==> src/rtl/mdu_hilo.sv <==
// Iterative multiply/divide unit with architectural HI/LO registers.
// Define MDU_DIV_EN to build the divider; otherwise DIV/DIVU report illegal_op.
module mdu_hilo #(
  parameter int unsigned XLEN = 32
) (
  input  logic            clk,
  input  logic            rst_n,
  input  logic            start,
  input  logic [2:0]      op,
  input  logic [XLEN-1:0] rs_val,
  input  logic [XLEN-1:0] rt_val,
  output logic            busy,
  output logic            done,
  output logic            illegal_op,
  output logic [XLEN-1:0] hi,
  output logic [XLEN-1:0] lo
);

  localparam logic [1:0] S_IDLE = 2'd0;
  localparam logic [1:0] S_CALC = 2'd1;
  localparam logic [1:0] S_FIX  = 2'd2;

  localparam logic [2:0] OP_MULT  = 3'b000;
  localparam logic [2:0] OP_MULTU = 3'b001;
  localparam logic [2:0] OP_MTHI  = 3'b100;
  localparam logic [2:0] OP_MTLO  = 3'b101;
`ifdef MDU_DIV_EN
  localparam logic [2:0] OP_DIV   = 3'b010;
  localparam logic [2:0] OP_DIVU  = 3'b011;
`endif

  logic [1:0]        state;
  logic [5:0]        cnt;
  logic [2*XLEN-1:0] acc;
  logic [XLEN-1:0]   opb;
  logic              neg_q;

  logic              is_signed, rs_neg, rt_neg, op_mul, op_div;
  logic [XLEN-1:0]   rs_mag, rt_mag;
  logic [XLEN:0]     mul_sum;
  logic [2*XLEN-1:0] acc_next, prod;
  logic [XLEN-1:0]   res_hi, res_lo;

`ifdef MDU_DIV_EN
  logic              is_div, dz, neg_r;
  logic [XLEN:0]     div_diff;
`endif

  // Even ops (MULT/DIV) are the signed variants.
  always_comb begin
    is_signed = ~op[0];
    rs_neg    = is_signed & rs_val[XLEN-1];
    rt_neg    = is_signed & rt_val[XLEN-1];
    rs_mag    = rs_neg ? -rs_val : rs_val;
    rt_mag    = rt_neg ? -rt_val : rt_val;
    op_mul    = (op == OP_MULT) || (op == OP_MULTU);
`ifdef MDU_DIV_EN
    op_div    = (op == OP_DIV) || (op == OP_DIVU);
`else
    op_div    = 1'b0;
`endif
  end

  // Multiply: multiplier sits in the low half and shifts out as the product shifts in.
  // Divide: {remainder, quotient} shifts left; a successful trial subtract sets the quotient bit.
  always_comb begin
    mul_sum  = {1'b0, acc[2*XLEN-1:XLEN]} + {1'b0, opb};
    acc_next = acc[0] ? {mul_sum, acc[XLEN-1:1]} : {1'b0, acc[2*XLEN-1:1]};
`ifdef MDU_DIV_EN
    div_diff = acc[2*XLEN-1:XLEN-1] - {1'b0, opb};
    if (is_div)
      acc_next = div_diff[XLEN] ? {acc[2*XLEN-2:0], 1'b0}
                                : {div_diff[XLEN-1:0], acc[XLEN-2:0], 1'b1};
`endif
  end

  always_comb begin
    prod   = neg_q ? -acc : acc;
    res_hi = prod[2*XLEN-1:XLEN];
    res_lo = prod[XLEN-1:0];
`ifdef MDU_DIV_EN
    // A zero divisor leaves |rs| as remainder; re-signing it restores rs_val exactly.
    if (is_div) begin
      res_lo = dz ? '1 : (neg_q ? -acc[XLEN-1:0] : acc[XLEN-1:0]);
      res_hi = neg_r ? -acc[2*XLEN-1:XLEN] : acc[2*XLEN-1:XLEN];
    end
`endif
  end

  assign busy = (state != S_IDLE);

  always_ff @(posedge clk or negedge rst_n) begin
    if (!rst_n) begin
      state      <= S_IDLE;
      cnt        <= '0;
      acc        <= '0;
      opb        <= '0;
      neg_q      <= 1'b0;
      done       <= 1'b0;
      illegal_op <= 1'b0;
      hi         <= '0;
      lo         <= '0;
`ifdef MDU_DIV_EN
      is_div     <= 1'b0;
      dz         <= 1'b0;
      neg_r      <= 1'b0;
`endif
    end else begin
      done       <= 1'b0;
      illegal_op <= 1'b0;
      case (state)
        S_IDLE: begin
          if (start) begin
            if (op_mul || op_div) begin
              acc   <= {{XLEN{1'b0}}, op_div ? rs_mag : rt_mag};
              opb   <= op_div ? rt_mag : rs_mag;
              neg_q <= rs_neg ^ rt_neg;
              cnt   <= '0;
              state <= S_CALC;
`ifdef MDU_DIV_EN
              is_div <= op_div;
              dz     <= (rt_val == '0);
              neg_r  <= rs_neg;
`endif
            end else if (op == OP_MTHI) begin
              hi   <= rs_val;
              done <= 1'b1;
            end else if (op == OP_MTLO) begin
              lo   <= rs_val;
              done <= 1'b1;
            end else begin
              illegal_op <= 1'b1;
            end
          end
        end
        S_CALC: begin
          acc <= acc_next;
          cnt <= cnt + 6'd1;
          if (cnt == 6'(XLEN - 1))
            state <= S_FIX;
        end
        S_FIX: begin
          hi    <= res_hi;
          lo    <= res_lo;
          done  <= 1'b1;
          state <= S_IDLE;
        end
        default: state <= S_IDLE;
      endcase
    end
  end

endmodule

==> config.mk <==
export PLATFORM = sky130hd
export DESIGN_NAME = mdu_hilo
export DESIGN_NICKNAME = d
export VERILOG_FILES = /design/src/rtl/mdu_hilo.sv
export SDC_FILE = /design/constraint.sdc
export NUM_CORES = 1
export LEC_CHECK = 0
export ABC_AREA = 1
export BUFFER_PORTS_ARGS = -buffer_cell sky130_fd_sc_hd__buf_2
export CAP_MARGIN = 30
export CELL_PAD_IN_SITES_DETAIL_PLACEMENT = 1
export CELL_PAD_IN_SITES_GLOBAL_PLACEMENT = 2
export CORE_UTILIZATION = 30
export DETAILED_ROUTE_END_ITERATION = 6
export GPL_ROUTABILITY_DRIVEN = 0
export PLACE_DENSITY = 0.81
export SYNTH_ARGS = -nofsm -noshare
export SYNTH_HDL_FRONTEND = slang
export SYNTH_SLANG_ARGS = --single-unit
==> constraint.sdc <==
create_clock -name clk -period 2.3 [get_ports clk]
set_input_delay 0.115 -clock clk [delete_from_list [all_inputs] [get_ports clk]]
set_output_delay 0.115 -clock clk [all_outputs]
set_load 0.005 [all_outputs]
==> impl_results.md <==
- Status: complete, no violations
- Synth Register Bits: 171
- Final Setup Violations: 0
- Std-Cell Rows: 77
- Max VDD drop: 0.5899 mV
- Max-slew violation count: 0
- Synth Net Count: 2,279
- Vias in the first global route: 16,000
- First-pass GRT wire length: 95,110 µm
- Largest net degree at the start of global routing: 78
- Register share of total power: 0.259
- Leak pwr: 7.981 nW
- Total Routing Usage GR: 0.2696
- Max Root-Sink Buffers: 2
- Async S/R FF share, synth: 1.000
- CTS tree: yes
- P per Cell Area: 1371 nW/µm²
- H-tree depth: 4
- NetSw: 12.03 mW
- Setup ws final: 0.1072 ns
- Antenna Cells: 0
- DRT Wirelength: 62,270 µm
- Delay-heaviest family, CP: simple AND/OR/NAND/NOR gates
- Unrepaired setup endpoints after global routing: true
- Switching share of total power: 0.5389
- Post-detail-place hpwl: 50,270 µm
- Per-cell routed wire length: 21.13 µm
- Prevailing post-synth register cell: dfrtp_1
- Die Area: 46,450 µm²
- Clock transition at path regs: 0.07 ns
- Syn-to-layout area delta: 19.03%
- Initial antenna violation count: 2
- Horiz. Die Dim: 215.5 µm
- Top cell by count, worst path: nand2_1
- Tcrit/Tclk final: 0.9534
- Fin crit period: 2.193 ns
- Combinational share of power: 0.608
- Design area: 16,280 µm²
- Core Region: 44,610 µm²
- Via count: 15,550
- Slew margin rel.: 0.4759
- TritonRoute pass-1 iters: 5
- Placed Area: 15,290 µm²
- TritonCTS buffer count: 17
- Io pins: 137
- Detailed-route DRC error count: 0
- Worst Path Required: 2.69 ns
- CTS root buf: clkbuf_16
- Worst Path Arrival: 2.59 ns
- Most frequent cell after synthesis: nand2_1
- Crit-path max FO: 5
- Crit-path cells: nor2_1 -> nand2_1 -> nor2_2 -> nand2_1 -> nor2_2 -> nand2_1 -> nand3_1 -> nand3_1 -> a21oi_1
- Post-Synthesis Cells: 2,172
- Final Hold Vio Count: 0
- Sequential fraction of the synthesis area: 0.3129
- Starting Density: 0.3066
- Pre-CTS WS: 0.03675 ns
- Max Cap Violations: 0
- Clock sink count: 171
- Share of cells above drive strength 1: 0.1287
- Clk pwr share: 0.133
- Worst clock skew: 0.01250 ns
- Yosys warning count: 0
- Synth area leaders: dfrtp_1 31%, nand2_1 17%, nor2_1 8.8%
- Overall Power: 22.32 mW
- Fmax: 456.0 MHz
- Internal power: 10.29 mW
- Remaining antenna violation count: 0
- Max incr delay on CP: 0.45 ns
- Synth top area share: 0.3129
- Post-Syn Area: 13,680 µm²
- Synth top cells by count: 607 x nand2_1, 322 x nor2_1, 258 x inv_1
- First DRT Iteration DRCs: 1,102
- Mean number of vias per cell: 5.277
- Yosys cell types: 54
- Skew-Pair Late Insertion Delay: 0.48 ns
- Crit path buffers/inverters: 0
- Die Ht: 215.5 µm
- Area leader, netlist: dfrtp_1
- Crit path kind: flip-flop to flip-flop
- Number of flops mapped to enable cells by yosys: 0
- Fillers: 5,876
- CP Capture Type: flip-flop
- # port buffers: 136
- GR Overflow Total: 0
- Fin nets: 2,449
- CP startpoint kind: flip-flop
- Slowest stage cell, crit path: dfrtp_1
- Worst Tran Pin Value: 0.7862 ns
- Min-delay worst type: input port to flip-flop
- Utilization after layout: 0.3650
- Avg Cell Area, Syn: 6.297 µm²
## layout make-up
type                    instances  area [µm²]  area share
flip-flops and latches        171        4280      0.2629
multi-input cells            1669        8200      0.5037
well taps                     592       740.7     0.04550
inverters                     263       989.7     0.06079
repair buffers                220        1498     0.09200
clock buffers                  21       460.4     0.02828
clock inverters                11       110.1    0.006764
## power groups by stage
stage	logic [mW]	clock network [mW]	registers, mW
after floorplan	8.42	0	5.29
after global placement	12.9	0	5.76
after detailed placement	13.2	0	5.80
after CTS	13.3	3.01	5.77
after global routing	15.0	3.12	5.88
final	13.6	2.96	5.79
## what timing repair did
item                                    in CTS  in global routing
hold endpoints to repair                    86                  0
hold buffers                                32                  0
gates resized for setup                      0                 27
endpoints found under the setup margin       0                 24
setup buffers                                0                  0
## cell usage in the layout (no fill, tap or decap), types with 4 or more instances in the layout
| master | count |
|---|---|
| nand2_1 | 602 |
| nor2_1 | 315 |
| inv_1 | 257 |
| nand3_1 | 218 |
| dfrtp_1 | 170 |
| buf_2 | 135 |
| a21oi_1 | 115 |
| o21ai_0 | 111 |
| buf_4 | 44 |
| nand4_1 | 34 |
| dlygate4sd3_1 | 32 |
| xor2_1 | 31 |
| ha_1 | 31 |
| o22ai_1 | 22 |
| nor3_1 | 21 |
| a31oi_1 | 21 |
| nor2_2 | 19 |
| o21bai_1 | 17 |
| clkbuf_16 | 17 |
| o221ai_1 | 15 |
| nand2_2 | 12 |
| nand3_2 | 8 |
| buf_12 | 8 |
| nor2_4 | 6 |
| and2_1 | 6 |
| or2_2 | 6 |
| o211ai_1 | 6 |
| o21ai_1 | 6 |
| a21oi_2 | 6 |
| inv_2 | 5 |
| o21ai_4 | 4 |
| nor4_1 | 4 |
| ha_2 | 4 |
## through the flow
step           cells  hold slack (ns)  TNS (ns)
6_report        2947          0.01790         0
5_1_grt         2947          0.03026  -0.03837
4_1_cts         2947         0.001989         0
3_5_place_dp    2883           0.1681         0
3_3_place_gp    2883           0.1587         0
2_1_floorplan   2172          -0.1806         0
## tightest hold or removal path, cell delays in order
cell     delay, ns
buf_2         0.11
xor2_1        0.08
o21ai_0       0.15
## worst paths after layout
check | from | to | slack (ns) | depth (start not counted)
max | acc[36]$_DFFE_PN0P_ | hi[23]$_DFFE_PN0P_ | 0.11 | 9
min | rs_val[17] | opb[17]$_DFFE_PN0P_ | 0.02 | 3
max reg2reg | acc[36]$_DFFE_PN0P_ | hi[23]$_DFFE_PN0P_ | 0.11 | 9
min reg2reg | lo[1]$_DFFE_PN0P_ | lo[1]$_DFFE_PN0P_ | 0.48 | 2
max in group asynchronous | rst_n | opb[1]$_DFFE_PN0P_ | 1.28 | 3
min in group asynchronous | rst_n | opb[29]$_DFFE_PN0P_ | 0.21 | 2
## cell families after synthesis
family	count (synthesis)	synth area share
AO/OA/AOI/OAI	332	0.1400
XOR/XNOR	34	0.02177
adder cells (fa/ha/maj)	37	0.03440
buffers and inverters	332	0.09542
flip-flops	171	0.3129
AND/OR/NAND/NOR	1266	0.3956
## metal layers
| metal | vias up | GRT usage | wire, µm | share of wire |
|---|---|---|---|---|
| li1 | 7389 | - | - | - |
| met1 | 7681 | 0.3376 | 26720 | 0.43 |
| met2 | 373 | 0.4619 | 30250 | 0.49 |
| met3 | 105 | 0.03129 | 2514 | 0.040 |
| met4 | 2 | 0.1248 | 2777 | 0.045 |
| met5 | - | 0 | 9 | 0.00014 |
## sequential cells by signal, summed over array words and instances (netlist names)
| register | count |
|---|---|
| lo | 32 |
| hi | 32 |
| neg_q | 1 |
| done | 1 |
| acc | 64 |
| cnt | 6 |
| opb | 32 |
| state | 2 |
| illegal_op | 1 |
Note: power is estimated with default switching activity, not from simulation.
